`src/rtl/mem_port_arbiter_pkg.sv`:
```
// Shared types for the RAM port arbiter: owner encoding and default bus widths.
// Optional feature macro: MEM_ARB_RR_EN (round-robin contention policy).
package mem_port_arbiter_pkg;

   localparam int ADDR_W_DEF = 64;
   localparam int DATA_W_DEF = 64;

   typedef enum logic [1:0] {
      OWN_NONE = 2'd0,
      OWN_IF   = 2'd1,
      OWN_LSU  = 2'd2
   } owner_e;

   // Only reads need a return path; a store leaves no owner behind.
   function automatic owner_e next_owner(input logic if_g,
                                         input logic lsu_g,
                                         input logic lsu_we);
      if (if_g)
         return OWN_IF;
      else if (lsu_g && !lsu_we)
         return OWN_LSU;
      else
         return OWN_NONE;
   endfunction

endpackage

```
`src/rtl/mem_arb_pick.sv`:
```
// Combinational winner select between fetch and LSU.
// MEM_ARB_RR_EN selects round-robin; default is LSU priority with starvation guard.
module mem_arb_pick
   import mem_port_arbiter_pkg::*;
#(
   parameter int STARVE_MAX = 4,
   parameter int CNT_W      = 3
) (
   input  logic             if_req,
   input  logic             lsu_req,
`ifdef MEM_ARB_RR_EN
   input  logic             rr_if,
`else
   input  logic [CNT_W-1:0] starve_cnt,
`endif
   output logic             if_win,
   output logic             lsu_win
);

   logic prefer_if;

`ifdef MEM_ARB_RR_EN
   assign prefer_if = rr_if;
`else
   assign prefer_if = (starve_cnt >= CNT_W'(STARVE_MAX));
`endif

   assign if_win  = if_req & (~lsu_req | prefer_if);
   assign lsu_win = lsu_req & ~if_win;

endmodule

```
`src/rtl/mem_port_arbiter.sv`:
```
// Shares one RAM port between fetch and LSU; routes 1-cycle read data back.
// Define MEM_ARB_RR_EN for round-robin contention instead of LSU priority.
module mem_port_arbiter
   import mem_port_arbiter_pkg::*;
#(
   parameter int ADDR_W     = ADDR_W_DEF,
   parameter int DATA_W     = DATA_W_DEF,
   parameter int STARVE_MAX = 4
) (
   input  logic              clk,
   input  logic              rst,
   input  logic              if_req,
   input  logic [ADDR_W-1:0] if_addr,
   output logic              if_gnt,
   output logic              if_rvalid,
   output logic [DATA_W-1:0] if_rdata,
   input  logic              lsu_req,
   input  logic              lsu_we,
   input  logic [ADDR_W-1:0] lsu_addr,
   input  logic [DATA_W-1:0] lsu_wmask,
   input  logic [DATA_W-1:0] lsu_wdata,
   output logic              lsu_gnt,
   output logic              lsu_rvalid,
   output logic [DATA_W-1:0] lsu_rdata,
   input  logic [DATA_W-1:0] ReadData,
   output logic              ReadEnable,
   output logic [ADDR_W-1:0] ReadAddr,
   output logic              WriteEnable,
   output logic [ADDR_W-1:0] WriteAddr,
   output logic [DATA_W-1:0] WriteMask,
   output logic [DATA_W-1:0] WriteData
);

   localparam int CNT_W = $clog2(STARVE_MAX + 1);

   owner_e owner;
   logic   if_act;
   logic   lsu_act;
   logic   lsu_ld;

   // Requests are masked during reset so every output reads 0.
   assign if_act  = if_req & ~rst;
   assign lsu_act = lsu_req & ~rst;
   assign lsu_ld  = lsu_gnt & ~lsu_we;

`ifdef MEM_ARB_RR_EN
   logic rr_if;

   mem_arb_pick #(
      .STARVE_MAX (STARVE_MAX),
      .CNT_W      (CNT_W)
   ) u_pick (
      .if_req  (if_act),
      .lsu_req (lsu_act),
      .rr_if   (rr_if),
      .if_win  (if_gnt),
      .lsu_win (lsu_gnt)
   );

   always_ff @(posedge clk or posedge rst) begin
      if (rst)
         rr_if <= 1'b1;
      else if (if_act && lsu_act)
         rr_if <= lsu_gnt;
   end
`else
   logic [CNT_W-1:0] starve_cnt;

   mem_arb_pick #(
      .STARVE_MAX (STARVE_MAX),
      .CNT_W      (CNT_W)
   ) u_pick (
      .if_req     (if_act),
      .lsu_req    (lsu_act),
      .starve_cnt (starve_cnt),
      .if_win     (if_gnt),
      .lsu_win    (lsu_gnt)
   );

   always_ff @(posedge clk or posedge rst) begin
      if (rst)
         starve_cnt <= '0;
      else if (!if_req || if_gnt)
         starve_cnt <= '0;
      else if (starve_cnt != CNT_W'(STARVE_MAX))
         starve_cnt <= starve_cnt + CNT_W'(1);
   end
`endif

   always_comb begin
      ReadEnable  = 1'b0;
      ReadAddr    = '0;
      WriteEnable = 1'b0;
      WriteAddr   = '0;
      WriteMask   = '0;
      WriteData   = '0;
      if (if_gnt) begin
         ReadEnable = 1'b1;
         ReadAddr   = if_addr;
      end else if (lsu_ld) begin
         ReadEnable = 1'b1;
         ReadAddr   = lsu_addr;
      end else if (lsu_gnt) begin
         WriteEnable = 1'b1;
         WriteAddr   = lsu_addr;
         WriteMask   = lsu_wmask;
         WriteData   = lsu_wdata;
      end
   end

   always_ff @(posedge clk or posedge rst) begin
      if (rst)
         owner <= OWN_NONE;
      else
         owner <= next_owner(if_gnt, lsu_gnt, lsu_we);
   end

   assign if_rvalid  = (owner == OWN_IF);
   assign lsu_rvalid = (owner == OWN_LSU);
   assign if_rdata   = if_rvalid  ? ReadData : '0;
   assign lsu_rdata  = lsu_rvalid ? ReadData : '0;

endmodule
```
`config.mk`:
```
export PLATFORM = sky130hd
export DESIGN_NAME = mem_port_arbiter
export DESIGN_NICKNAME = d
export VERILOG_FILES = /design/src/rtl/mem_port_arbiter_pkg.sv /design/src/rtl/mem_arb_pick.sv /design/src/rtl/mem_port_arbiter.sv
export SDC_FILE = /design/constraint.sdc
export NUM_CORES = 1
export LEC_CHECK = 0
export CAP_MARGIN = 0
export CORE_AREA = 2 2 278 280
export CTS_CLUSTER_DIAMETER = 100
export DETAILED_ROUTE_END_ITERATION = 6
export DIE_AREA = 0 0 280 282
export GPL_TIMING_DRIVEN = 0
export SLEW_MARGIN = 10
export SYNTH_ARGS = -nofsm -noshare
export SYNTH_HDL_FRONTEND = slang
export SYNTH_SLANG_ARGS = --single-unit
```
`constraint.sdc`:
```
create_clock -name clk -period 2.31 [get_ports clk]
set_input_delay 0.5775 -clock clk [delete_from_list [all_inputs] [get_ports clk]]
set_output_delay 0.5775 -clock clk [all_outputs]
set_load 0.005 [all_outputs]
```
Yosys cells after proc, flatten, opt, wreduce, memory -nomap -nowiden
Cells that the tools add are included.

Register bits: 5. Latch bits: 0. Memory bits (writable): 0. Bits in read-only memories: 0. Input port bits: 325. Output and inout bits: 390. Logic and storage cells: 44. Memories: 0.

Add/sub/neg operators: 1. Multipliers: 0. Divide/modulo/power cells: 0. Magnitude comparators: 1. Eq/ne operators: 3. Shifts and indexed selects: 0. Mux-type cells: 22. Bitwise operators: 10. Reductions and logical operators: 5.

Operators with widths (number): $mux 64 (13); $mux 3 (2); $and 1x1->1 (5); $mux 1 (5); $mux 2 (2); $not 1->1 (4); $add 3x1->3 const B (1); $ge 3x3->1 const B (1); $ne 3x3->1 const B (1); $eq 2x1->1 const B (1); $eq 2x2->1 const B (1); $logic_not 1->1 (2); $reduce_bool 2->1 (1); $logic_and 1x1->1 (1); $logic_or 1x1->1 (1); $or 1x1->1 (1).

Depth between registers and ports, before layout
Gate-level depths: netlist of the first run.

Depth after elaboration: 10. Depth in mapped cells: 6. Gate-level depth less buffers: 5.

Hierarchy
A second synthesis of the first run with hierarchy kept.

Cells, all modules: 599. Area, all modules: 3508.4 um^2.

By module, submodules not included: mem_port_arbiter (times used 1, cells each 596, area each 3489.6 um^2, seq. area each 125.1 um^2); mem_arb_pick (times used 1, cells each 3, area each 18.8 um^2, seq. area each 0.0 um^2).

Worst setup path after synthesis of the first run
Ideal clock, no wire load.

Path kind: input-to-output. Start: input rst. End: output ReadAddr[14]. Data arrival time: 1.471 ns. Required time: 1.732 ns. Slack: 0.261 ns. Cell stages on the path: 5. Buffers on the path: 2. Path through: nand2b_1 nor3_2 buf_2 buf_2 a22o_1.

Word-level cells in the longest chain between the ends: 10. Elaborated cells on any way between the ends: 11. Classes of those cells: 2 x mux; 9 x bitwise.

RTL lines: start, declared (RTL line mem_port_arbiter.sv:11) `input logic rst,`; $not 1->1 (*) (RTL line mem_port_arbiter.sv:42, mem_port_arbiter.sv:43); $and 1x1->1 (RTL line mem_port_arbiter.sv:43) `assign lsu_act = lsu_req & ~rst;`; $not 1->1 (RTL line mem_arb_pick.sv:28) `assign if_win = if_req & (~lsu_req | prefer_if);`; $or 1x1->1 (RTL line mem_arb_pick.sv:28); $and 1x1->1 (RTL line mem_arb_pick.sv:28); $not 1->1 (RTL line mem_arb_pick.sv:29) `assign lsu_win = lsu_req & ~if_win;`; $and 1x1->1 (RTL line mem_arb_pick.sv:29); $and 1x1->1 (RTL line mem_port_arbiter.sv:44) `assign lsu_ld = lsu_gnt & ~lsu_we;`; $mux 64 (RTL line mem_port_arbiter.sv:100) `end else if (lsu_ld) begin`; $mux 64 (*) (RTL line mem_port_arbiter.sv:97) `if (if_gnt) begin`; end, declared (RTL line mem_port_arbiter.sv:27) `output logic [ADDR_W-1:0] ReadAddr,`.

Mark *: on every way between the ends. The rest lies on a longest branch, timed or not.

Worst setup path in the final report of the first run
Start: input if_req. End: output WriteData[29].

Word-level cells in the longest chain between the ends: 7. Elaborated cells on any way between the ends: 8. Classes of those cells: 3 x mux; 5 x bitwise.

RTL lines: start, declared (RTL line mem_port_arbiter.sv:12) `input logic if_req,`; $and 1x1->1 (*) (RTL line mem_port_arbiter.sv:42) `assign if_act = if_req & ~rst;`; $and 1x1->1 (*) (RTL line mem_arb_pick.sv:28); $not 1->1 (RTL line mem_arb_pick.sv:29); $and 1x1->1 (RTL line mem_arb_pick.sv:29); $mux 64 or $and 1x1->1 (tied branches) (RTL line mem_port_arbiter.sv:103, mem_port_arbiter.sv:44); $mux 64 (RTL line mem_port_arbiter.sv:100); $mux 64 (*) (RTL line mem_port_arbiter.sv:97); end, declared (RTL line mem_port_arbiter.sv:31) `output logic [DATA_W-1:0] WriteData`.

Marks and branches as above.

==> results.txt, run 1 <==
* Final instance area: 14,560 sq um
* Height of the die: 282 microns
* Via count of the first global-routing pass: 7,689
* Die Outline Area: 78,960 sq um
* Number of register bits inferred by synthesis: 5
* Startpoint of the worst-slack reg-to-reg timing path: starve_cnt[2]$_DFFE_PP0P_
- Routability-driven placement finished with a final weighted congestion of 0.8348.
* Max stage delay cell, worst path: sky130_fd_sc_hd__nor3b_4
* Clock-pin slew reported for the worst setup and hold paths after clock tree synthesis: 0.04 ns
* Top-level port count: 715
- Compared with the post-synthesis result, the final layout area differs by 370.4%.
* Number of distinct library cell variants in the gate-level netlist after synthesis: 21
- The signal on the critical path passes through buf_8 -> and2_4 -> nor3b_4 -> buf_12 -> buf_12 -> buf_16 -> buf_8 -> buf_8 -> buf_6 -> buf_6 -> buf_6 -> and2_4 -> buf_6.
- Mean number of vias per cell: 3.142
* Post-Layout Cell Count: 2,357
* Average wire per cell in the routed design: 26.93 microns
- The mapped netlist covers 3095 sq um.
- Worst Tran Pin Value: 0.3106 ns
- On the critical path the largest part of the delay comes from buffers and inverters.
- Proportion of synthesized chip area in sequential cells: 4.042%
- STA classifies the critical path startpoint as a primary input.
* First-pass GRT wire length: 78,070 microns
- Placeable core region: 75,700 sq um
* Worst slack, placed: -1.764 ns
- Warnings, synthesis: 0
* Critical Path Fanout Max: 6
* Largest clock skew in the final design: 0.005663 ns
* Clock tree sinks: 5
- The count of pins over their slew limit came to 0.
- The floorplan step set the die width to 280 microns.
* Setup repair after global routing missed its margin: true
- Synthesis produced a netlist whose cell count is 463.
* Worst skew pair latency: 0.24 ns
- The number of nets in the synthesized netlist is 790.
- Maximum level of the CTS H-tree: 1
- TritonCTS clock tree: yes
* Upper clock frequency limit: 0.3660 GHz
- The critical path is of the in2out type.
- In the routed design, unresolved DRC markers number 0.
* Setup crit end kind: output pin
- Signal arrival time at the worst endpoint: 2.15 ns
* DP Cell Count: 2,155
- Violated checks: negative setup slack
- Post-detailed-placement half-perimeter wirelength: 51,870 microns
- Final core utilization: 19.24%
- Crit-path most repeated cell: sky130_fd_sc_hd__buf_6
- Clock tree buffer depth: 2
- Total number of nets in the final design: 1,699
* Final global-route overflow total: 0
* Part of the cycle the worst path needs: 118.3%
- Maximum number of pins on one net before global-route repair: 11
* Count of input and output buffers: 714
* Antenna-violating nets left: 0
- Number of hold violations in the final report: 0
- For this block, the routed nets add up to 63,490 microns of wire.
* Standard cell area after detailed placement: 11,470 sq um
- Source of the critical timing path: if_req
* Max capacitance violation total: 0
- A synthesized cell averages 6.686 sq um.
* Path class of the lowest-slack min-delay path: in2async
* Minimum period implied by the final worst setup slack: 2.732 ns
- Antenna violations before repair: 27
- Most frequent cells in the layout: 315 x sky130_fd_sc_hd__clkdlybuf4s50_1, 250 x sky130_fd_sc_hd__buf_6, 166 x sky130_fd_sc_hd__and2_1
- # setup viols final: 253
- The critical path contains buffers and inverters numbering 10 combined.
- Number of rows created at floorplan: 101
* End of the worst register-to-register path: starve_cnt[2]$_DFFE_PP0P_
* Initial cell density of the core: 4.089%
- In the final layout, the share of cells above drive strength 1 is 51.35%.
* Max_slew headroom: 79.38%
* Clk root buf: sky130_fd_sc_hd__clkbuf_16
* Most common library cell in the layout ignoring fill and taps: sky130_fd_sc_hd__clkdlybuf4s50_1
- Tot GR Track Use: 15.28%
- Power per unit of standard cell area: 172.5 nW/um^2
- Clock buffer count from CTS: 3
- The run finished, with violations left.
* Largest incremental delay on the critical path: 0.22 ns
* Number of iterations in the first detailed-routing pass: 5
- The number of cells on the worst reg-to-reg path is 7.
- Slack of the worst reg-to-reg path: 0.66 ns
* Endpoint required time on the critical path: 1.73 ns
* First-iteration detailed-routing DRC count: 368
* Maximum resistive drop on vdd: 0.0001440 V
- Number of vias in the routed layout: 7,405
- Total leakage power: 7.037 nW
- Across all setup checks in the final design, the least slack found is -0.4223 ns.
==> cell usage after synthesis <==
library cell | instances | area share [%]
sky130_fd_sc_hd__mux2i_1 | 1 | 0.32
sky130_fd_sc_hd__clkbuf_1 | 17 | 2.1
sky130_fd_sc_hd__or2_2 | 1 | 0.20
sky130_fd_sc_hd__nor2b_1 | 2 | 0.40
sky130_fd_sc_hd__nor2_1 | 3 | 0.36
sky130_fd_sc_hd__a22o_1 | 64 | 18
sky130_fd_sc_hd__and3_1 | 1 | 0.20
sky130_fd_sc_hd__buf_2 | 31 | 5.0
sky130_fd_sc_hd__nor4b_1 | 1 | 0.28
sky130_fd_sc_hd__nor3b_1 | 2 | 0.48
sky130_fd_sc_hd__and2_4 | 1 | 0.28
sky130_fd_sc_hd__and2_1 | 320 | 65
sky130_fd_sc_hd__nand2b_1 | 2 | 0.40
sky130_fd_sc_hd__nand2_1 | 2 | 0.24
sky130_fd_sc_hd__nor3b_2 | 1 | 0.40
sky130_fd_sc_hd__xnor2_1 | 1 | 0.28
sky130_fd_sc_hd__nor3_2 | 1 | 0.32
sky130_fd_sc_hd__buf_6 | 2 | 0.73
sky130_fd_sc_hd__inv_1 | 3 | 0.36
sky130_fd_sc_hd__ha_1 | 2 | 0.81
sky130_fd_sc_hd__dfrtp_1 | 5 | 4.0
==> stage by stage <==
stage	hold slack (ns)	TNS, ns	total power, mW
2_1_floorplan	0.3612	0	0.4085
3_3_place_gp	0.5848	-354.98	1.690
4_1_cts	0.3231	-70.55	2.542
5_1_grt	0.3265	-77.78	2.644
6_report	0.3236	-62.05	2.513
3_5_place_dp	0.5865	-363.04	1.681
==> final cells by class <==
| type | count | area (sq um) |
|---|---|---|
| Multi-Input combinational cell | 405 | 3171 |
| Clock buffer | 4 | 78.83 |
| Inverter | 3 | 15.01 |
| Buffer | 38 | 616.8 |
| Timing Repair Buffer | 916 | 9311 |
| Fill cell | 8371 | 61130 |
| Antenna cell | 8 | 20.02 |
| Tap cell | 978 | 1224 |
| Sequential cell | 5 | 125.1 |
==> routing by layer <==
layer	global-route usage [%]	routed length, microns	vias up
met3	9.604	9832	71
li1	-	-	3332
met5	0	37	-
met1	16.30	23000	3452
met4	2.194	982	6
met2	25.96	29630	544
==> where the power goes <==
group | internal [mW] | leakage, nW | switching, mW | total (mW)
logic | 1.34 | 6.93 | 0.761 | 2.10
registers | 0.0948 | 0.0667 | 0.00625 | 0.101
clock network | 0.231 | 0.0382 | 0.0814 | 0.313
==> what timing repair did <==
item	CTS	global route
buffers inserted	164	38
pin swaps	100	68
gates cloned	27	1
hold buffers	0	0
setup endpoints to repair	393	304
gates resized for setup	1912	191
==> worst register-to-register path, stage by stage, from the launching register on <==
cell                       delay [ns]
sky130_fd_sc_hd__dfrtp_1         0.40
sky130_fd_sc_hd__nand2b_4        0.15
sky130_fd_sc_hd__and3_4          0.18
sky130_fd_sc_hd__buf_4           0.15
sky130_fd_sc_hd__buf_12          0.13
sky130_fd_sc_hd__buf_4           0.13
sky130_fd_sc_hd__buf_8           0.13
sky130_fd_sc_hd__nor4b_1         0.28
==> worst max path at each step <==
| stage | to | slack, ns | cells past startpoint |
|---|---|---|---|
| global placement | ReadAddr[58] | -1.72 | 6 |
| CTS | WriteMask[30] | -0.49 | 13 |
| global route | WriteData[29] | -0.49 | 13 |
| floorplan | ReadAddr[14] | 0.26 | 5 |
| finish | WriteData[29] | -0.42 | 13 |
| detailed placement | WriteAddr[58] | -1.76 | 7 |
==> logic make-up (layout without fill, tap and decap cells) <==
group / Yosys count / count (layout) / synth area share (%)
AO/OA/AOI/OAI: 64 / 64 / 18.11
buffers and inverters: 53 / 961 / 8.165
other: 0 / 8 / 0
flip-flops: 5 / 5 / 4.042
XOR/XNOR: 1 / 1 / 0.2830
adder cells (fa/ha/maj): 2 / 2 / 0.8083
multiplexers: 1 / 1 / 0.3234
AND/OR/NAND/NOR: 337 / 337 / 68.27
==> flip-flops by register name, indices dropped and copies added, names as in the netlist <==
signal / count
owner: 2
starve_cnt: 3
Power figures use the tool's default switching activity.
==> run 2: changes to the inputs <==
- ABC_AREA: unset -> 1
- CORE_AREA: 2 2 278 280 -> 2 2 281 283
- DIE_AREA: 0 0 280 282 -> 0 0 283 285
==> run 2 against run 1 <==
The run still ends with negative setup slack left. Sequential share of layout area is essentially flat. First-iteration DRC count fell by 16%. Combinational power grew 4%. Die area up 2.1%. Core utilization shrank 0.087 points. Power rose by 2.8%. Cell area rose by 2.5%. Worst hold slack got worse by 0.016 ns. Count of clock-buffer cells in the layout stayed put. Routed wire length is 21% lower. Final cell count rose by 16%. Critical path type unchanged.
==> results.txt, run 2 <==
- Maximum level of the CTS H-tree: 1
- Clock-pin slew was measured on the worst setup and hold paths at 0.04 ns.
* Power per unit of standard cell area: 172.9 nW/um^2
* Most instantiated library cell after synthesis: sky130_fd_sc_hd__nor2_1
* Fraction of registers with async set or reset after synthesis: 100.0%
- Top-level port count: 715
- In this design, the stage delay of the slowest critical-path cell is 0.42 ns.
* Number of buffers inserted by hold repair at cts: 0
- Placeable core region: 77,970 sq um
- After Yosys synthesis, XOR and XNOR cells account for 0.4693% of the synthesized area.
* First-pass GRT wire length: 66,910 microns
* Area of combinational cells with multiple inputs: 3666 sq um
- TritonCTS clock tree: yes
- Run status: finished with violations
* Post-Layout Cell Count: 2,734
* Synthesized-area fraction occupied by ao, oa, aoi and oai cells: 0.4023%
- Share of Yosys cell area claimed by the top area cell type: 32.69%
* Worst Slack Setup Final: -0.1755 ns
- The critical path is of the in2out type.
- Setup Total Neg Slack: -8.424 ns
- Most flops, register: starve_cnt
* DP Cell Count: 2,632
- Post-synthesis adder-cell area fraction: 0.6705%
- Leaving out fill and tap cells, the most frequent cell in the layout is sky130_fd_sc_hd__clkdlybuf4s50_1.
- Routed wire length: 50,230 microns
- Upper clock frequency limit: 0.4023 GHz
- For the worst setup path, the data required time is 1.73 ns.
- Data arrives at the worst endpoint at 1.91 ns.
- Main combinational cell family by area after synthesis: simple AND/OR/NAND/NOR gates
- Number of distinct library cell variants in the gate-level netlist after synthesis: 19
* Initial cell density of the core: 4.787%
- Warnings, synthesis: 0
* Simple-gate portion of the synthesized area: 57.46%
- The wire-length estimate of the detail-placed layout is 41,910 microns.
- The worst setup path is launched from a primary input.
* Final instance area: 14,930 sq um
* Crit-path most repeated cell: sky130_fd_sc_hd__buf_12
* Clk root buf: sky130_fd_sc_hd__clkbuf_16
- Antenna violations before repair: 9
* Number of max-slew violations in the final report: 0
- The number of nets handed over by synthesis was 1,195.
- After filler insertion, the fill cell instance count of the layout stands at 8,869.
- Max stage delay cell, worst path: sky130_fd_sc_hd__nand4_1
- In the synthesized netlist the dominant register cell turns out to be sky130_fd_sc_hd__dfrtp_1.
- Summed over all instances, the cell type with the most area after synthesis is sky130_fd_sc_hd__nor2_1.
- Setup crit end kind: output pin
- The number of global-route vias before repair came to 8,960.
* Proportion of synthesized chip area in sequential cells: 3.352%
- Tot GR Track Use: 11.63%
* Max capacitance violation total: 0
* Path class of the lowest-slack min-delay path: in2async
- The placed instances occupy a cell area of 12,190 sq um.
- Clock tree buffer depth: 2
* Number of iterations in the first detailed-routing pass: 4
* Worst hold slack across all endpoints: 0.3075 ns
* Critical Path Fanout Max: 4
* Width of the chip: 283 microns
* Layout area overhead: 300.0%
* Largest clock skew in the final design: 0.0004964 ns
- Multiplexer cells account for 0% of the synthesized area.
- Maximum number of pins on one net before global-route repair: 11
- The clock net in this run drives a total of 5 sinks.
- Mean cell area of the mapped netlist: 4.300 sq um
- From bottom edge to top edge, the die measures 285 microns.
- Worst slack, placed: -1.998 ns
- Detailed routing inserted a total of 8,537 vias.
- Tot Pwr: 2.582 mW
* Total number of nets in the final design: 2,007
* Cells after synthesis: 868
* Number of register bits inferred by synthesis: 5
- The top cell types in the final layout, fill and taps aside, are 333 x sky130_fd_sc_hd__clkdlybuf4s50_1, 247 x sky130_fd_sc_hd__inv_1, 175 x sky130_fd_sc_hd__buf_2.
- At the pin with the least slew margin, the transition time is 0.5388 ns.
- For this block, the initial DRC count from the detailed router was 308.
- Final core utilization: 19.15%
* Number of design rule violations left after detail routing: 0
- Part of the cycle the worst path needs: 107.6%
- The largest registers in the layout are starve_cnt x3, owner x2.
* Minimum period implied by the final worst setup slack: 2.485 ns
* Number of enable-type register cells in the synthesized netlist: 0
* Cell area after synthesis: 3732 sq um
- Setup violations remaining at the end of the flow were counted as 129.
- By count the netlist is led by 325 x sky130_fd_sc_hd__nor2_1, 264 x sky130_fd_sc_hd__inv_1, 134 x sky130_fd_sc_hd__nand2_1.
- Clock latency on the worst-skew pair, taken at its later pin, is 0.23 ns.
* CP cell instances: buf_8 -> inv_4 -> nor2_4 -> buf_6 -> buf_12 -> buf_12 -> nand4_1 -> nand2_1 -> buf_2
* Maximum resistive drop on vdd: 0.0001118 V
- In this run the core area contains 103 standard-cell rows.
- Total leakage power: 8.244 nW
- Setup repair after global routing could not meet its margin everywhere.
- In this run the tool buffered the top-level ports with 714 buffer cells.
* Average wire per cell in the routed design: 18.37 microns
- After detailed routing, the number of vias per cell comes to 3.123.
* RePlAce Congestion: 1.041
- Of the cells placed in the final design, the portion with a size suffix greater than 1 is 41.27%.
* Clock buffer count from CTS: 3
* Number of flip-flops in the largest register: 3
- Number of hold violations in the final report: 0
- The count of nets left with antenna violations once routing finished came out at 0.
- The floorplan step defined a die boundary enclosing 80,660 sq um.
- Summing all flip-flop and latch instances after layout gives 125.1 sq um.
- The final reports fail on negative setup slack.
- The total overflow left after global routing is 0.
- By area the synthesized netlist is led by sky130_fd_sc_hd__nor2_1 33%, sky130_fd_sc_hd__inv_1 27%, sky130_fd_sc_hd__nand2_1 13%.
- Max_slew headroom: 63.97%
==> run 2: logic make-up after synthesis <==
logic type,Yosys count
and+or+nand+nor,526
buffers and inverters,330
DFF,5
AOI/OAI and AO/OA,3
xor gates and xnor gates,2
adders and majority gates,2
==> run 2: timing repair <==
| item | 4_1_cts | 5_1_grt |
|---|---|---|
| endpoints found under the setup margin | 379 | 309 |
| pin swaps | 44 | 26 |
| buffers inserted | 65 | 20 |
| cloned | 24 | 0 |
| gates resized for setup | 1586 | 373 |
==> run 2: layer usage <==
layer	vias to the layer above	GRT usage (%)	wire length [microns]
met3	70	3.096	4052
met1	3882	13.41	19600
met2	519	19.94	23380
met5	-	0	0
li1	4066	-	-
met4	0	5.545	3203
==> run 2: final cells by class <==
type,instances,share of cell area [%]
diodes,5,0.08380
plain buffers,56,5.020
clock buffers,4,0.5279
inverters,269,6.964
multi-input cells,533,24.55
flip-flops and latches,5,0.8380
well taps,1050,8.799
repair buffers,812,53.21
==> run 2: power by group <==
group	internal, mW	total [mW]	leakage, nW	switching (mW)
sequential	0.0970	0.104	0.0667	0.00710
combinational	1.19	2.18	8.14	0.982
clock	0.230	0.302	0.0382	0.0720
total	1.52	2.58	8.24	1.06
==> run 2: path summary, 6_finish.rpt <==
kind | from | end | slack (ns) | cells past startpoint
worst max-delay path | lsu_req | ReadAddr[60] | -0.18 | 9
worst min-delay path | rst | starve_cnt[0]$_DFFE_PP0P_ | 0.31 | 2
worst max register to register | starve_cnt[2]$_DFFE_PP0P_ | starve_cnt[2]$_DFFE_PP0P_ | 0.79 | 10
worst min register to register | starve_cnt[1]$_DFFE_PP0P_ | starve_cnt[1]$_DFFE_PP0P_ | 0.61 | 2
max in group asynchronous | rst | owner[0]$_DFF_PP0_ | 1.76 | 2
min in group clk | starve_cnt[1]$_DFFE_PP0P_ | starve_cnt[1]$_DFFE_PP0P_ | 0.61 | 2
==> run 2: worst max-delay path: cells and delay by family <==
family	cells	cell delay [ns]
and+or+nand+nor	3	0.73
buffers and inverters	6	0.58
==> run 3: changes to the inputs <==
- GPL_ROUTABILITY_DRIVEN: unset -> 0
- TNS_END_PERCENT: unset -> 5
==> run 3 against run 2 <==
The run still ends with negative setup slack left. Combinational power down 14%. Worst hold slack got worse by 0.034 ns. Via count fell by 3.1%. Core utilization is 2.4 points lower. Register-to-register slack better by 0.22 ns. Clock skew increased by 0.0012 ns. Die area stayed put. Critical path depth decreased by 5. Largest cell class unchanged. Highest routed layer is now met5.
==> results.txt, run 3 (synthesis results as in run 2) <==
* Critical Path Fanout Max: 2
- Standard cell area after detailed placement: 12,190 sq um
* Final global-route overflow total: 0
- Maximum resistive drop on vdd: 0.0002538 V
- Maximum number of pins on one net before global-route repair: 12
- Number of rows created at floorplan: 103
- After clock tree synthesis, the clock-pin slew on the worst setup and hold paths is 0.03 ns.
- Most common library cell in the layout ignoring fill and taps: sky130_fd_sc_hd__clkdlybuf4s50_1
- For the worst setup path, the data arrival time is 1.92 ns.
- Clock tree buffer depth: 2
- 715 I/O pins were placed.
* Path class of the lowest-slack min-delay path: in2async
- Most flops, register: starve_cnt
- Total leakage power: 7.420 nW
- In this run the remaining antenna-violating nets after routing total 0.
* Leading registers by flop count: starve_cnt x3, owner x2
* Layout area overhead: 249.0%
* Width of the chip: 283 microns
- Summed over all layers, the routed wires come to 48,400 microns.
- Worst Tran Pin Value: 0.4967 ns
* Number of buffers inserted by hold repair at cts: 0
- Endpoint required time on the critical path: 1.73 ns
- Summed over all nets, the switching power comes to 0.9018 mW.
- Proportion of power drawn by combinational gates: 82.9%
- In this run the clock root is driven by a sky130_fd_sc_hd__clkbuf_16.
* TritonCTS clock tree: yes
- Fraction of layout instances using a drive strength above 1: 33.07%
* Max_slew headroom: 67.02%
- Across the run, the number of max-cap violations was 0.
- Number of design rule violations left after detail routing: 0
- Worst Slack Setup Final: -0.1876 ns
- Antenna violations before repair: 10
- Setup crit end kind: output pin
* Number of fillers in the final layout: 9,040
- For this configuration, the core starts out at a cell density of 4.787%.
- Number of max-slew violations in the final report: 0
- After detailed routing, the average wire length per cell comes to 18.03 microns.
* Clock tree sinks: 5
- Largest clock skew in the final design: 0.001706 ns
- In this run the critical register-to-register path is launched from starve_cnt[2]$_DFFE_PP0P_.
- Across all hold checks on the routed design, the worst slack comes to 0.2731 ns.
- Worst skew pair latency: 0.23 ns
- Number of flip-flops in the largest register: 3
- Power per unit of standard cell area: 173.3 nW/um^2
* Die Outline Area: 80,660 sq um
* Number of vias in the routed layout: 8,269
- After legalization and detailed placement, the total HPWL measured 41,700 microns.
- For this run, the post-layout net count is 1,958.
- Part of the power in the clock network: 12.4%
* Via count of the first global-routing pass: 8,447
* Count of input and output buffers: 714
* Internal power: 1.356 mW
* Setup repair after global routing missed its margin: true
- The largest individual stage delay along the critical path comes from the cell sky130_fd_sc_hd__clkdlybuf4s50_1.
- Number of iterations in the first detailed-routing pass: 6
- The worst register-to-register path ends at starve_cnt[1]$_DFFE_PP0P_.
* Violated checks: negative setup slack
- Dividing the detail-routed via count by the number of cells gives 3.080.
* # setup viols final: 155
* Slack of the worst reg-to-reg path: 1.01 ns
* Sequential cell area: 125.1 sq um
- Sequential cell fraction of total power: 4.7%
- The number of hold violations in the final report is 0.
- Minimum period implied by the final worst setup slack: 2.498 ns
- Final instance area: 13,030 sq um
* Upper clock frequency limit: 0.4004 GHz
* Area of combinational cells with multiple inputs: 2831 sq um
* Most frequent cells in the layout: 369 x sky130_fd_sc_hd__clkdlybuf4s50_1, 254 x sky130_fd_sc_hd__inv_1, 184 x sky130_fd_sc_hd__nor2_1
- CP Launch Type: primary input
* First-iteration detailed-routing DRC count: 263
- Height of the die: 285 microns
* Run status: finished with violations
- Clock buffer count from CTS: 3
- CP cell instances: clkdlybuf4s50_1 -> inv_1 -> nor2_1 -> clkdlybuf4s50_1
- Type of the worst setup path: in2out
- In this run switching power makes up 39.95% of total power.
* Length in cells of the worst reg-to-reg path: 8
- For this run, the slowest stage of the critical path takes 0.52 ns.
* Maximum level of the CTS H-tree: 1
- First-pass GRT wire length: 64,200 microns
- Part of the cycle the worst path needs: 108.1%
* Placeable core region: 77,970 sq um
- Tot GR Track Use: 11.28%
- Counting stages on the worst path, the most repeated cell is sky130_fd_sc_hd__clkdlybuf4s50_1.
==> run 3: cell types whose count changed in the layout (fill, tap and decap cells not counted), sizes merged <==
cell / previous run / this run
buf: 395 / 230
bufbuf: 0 / 2
clkbuf: 29 / 125
clkdlybuf4s15: 12 / 19
clkdlybuf4s50: 333 / 369
clkinvlp: 2 / 0
dlygate4sd2: 66 / 43
dlymetal6s2s: 37 / 35
inv: 267 / 269
==> run 3: layout make-up <==
class | count | share of cell area [%]
timing repair buffer | 763 | 52.78
multi-input combinational | 533 | 21.74
tap | 1050 | 10.09
inverter | 269 | 7.887
buffer | 56 | 5.850
sequential | 5 | 0.9606
clock buffer | 4 | 0.6052
antenna | 5 | 0.09606
==> run 3: critical path, delay by kind of cell <==
family / cells / cell delay (ns)
buffers and inverters: 3 / 1.16
and+or+nand+nor: 1 / 0.18
==> run 3: worst max-delay path by stage <==
| stage | startpoint | endpoint | slack (ns) | cells after the start |
|---|---|---|---|---|
| 2_1_floorplan | lsu_req | ReadAddr[13] | 0.41 | 6 |
| 3_3_place_gp | lsu_we | ReadAddr[60] | -1.66 | 6 |
| 3_5_place_dp | lsu_we | ReadAddr[60] | -1.71 | 6 |
| 4_1_cts | if_req | ReadAddr[34] | -0.30 | 11 |
| 5_1_grt | owner[0]$_DFF_PP0_ | lsu_rdata[35] | -0.26 | 5 |
| 6_report | ReadData[56] | lsu_rdata[56] | -0.19 | 4 |
==> run 3: power groups by stage <==
| stage | Clock, mW | Sequential [mW] | Combinational (mW) |
|---|---|---|---|
| 2_1_floorplan | 0 | 0.104 | 0.425 |
| 3_3_place_gp | 0 | 0.105 | 1.70 |
| 3_5_place_dp | 0 | 0.106 | 1.70 |
| 4_1_cts | 0.283 | 0.105 | 1.85 |
| 5_1_grt | 0.290 | 0.107 | 2.00 |
| 6_report | 0.280 | 0.105 | 1.87 |
==> run 3: per-layer routing <==
layer  wire, microns  up-vias  part of all wire, %  GRT usage, %
met2           21850      523                   45         18.55
met5              22        -                0.045             0
li1                -     3970                    -             -
met1           19630     3689                   41         13.29
met4            3172        4                  6.6         6.157
met3            3735       83                  7.7         3.096
==> run 3: through the flow <==
step | instances | utilization [%] | setup slack (ns) | power, mW | TNS [ns]
floorplan | 868 | - | 0.4142 | 0.5285 | 0
global placement | 2632 | 15.64 | -1.658 | 1.801 | -291.28
detailed placement | 2632 | 15.64 | -1.707 | 1.802 | -291.65
CTS | 2680 | 16.76 | -0.3028 | 2.238 | -26.47
global route | 2681 | 16.69 | -0.2568 | 2.399 | -22.85
finish | 2685 | 16.71 | -0.1876 | 2.258 | -9.543
==> run 3: timing repair <==
action,4_1_cts,5_1_grt
setup buffers,41,1
pin swaps,20,11
resized for setup,901,540
setup endpoints to repair,385,344
gates cloned,8,0
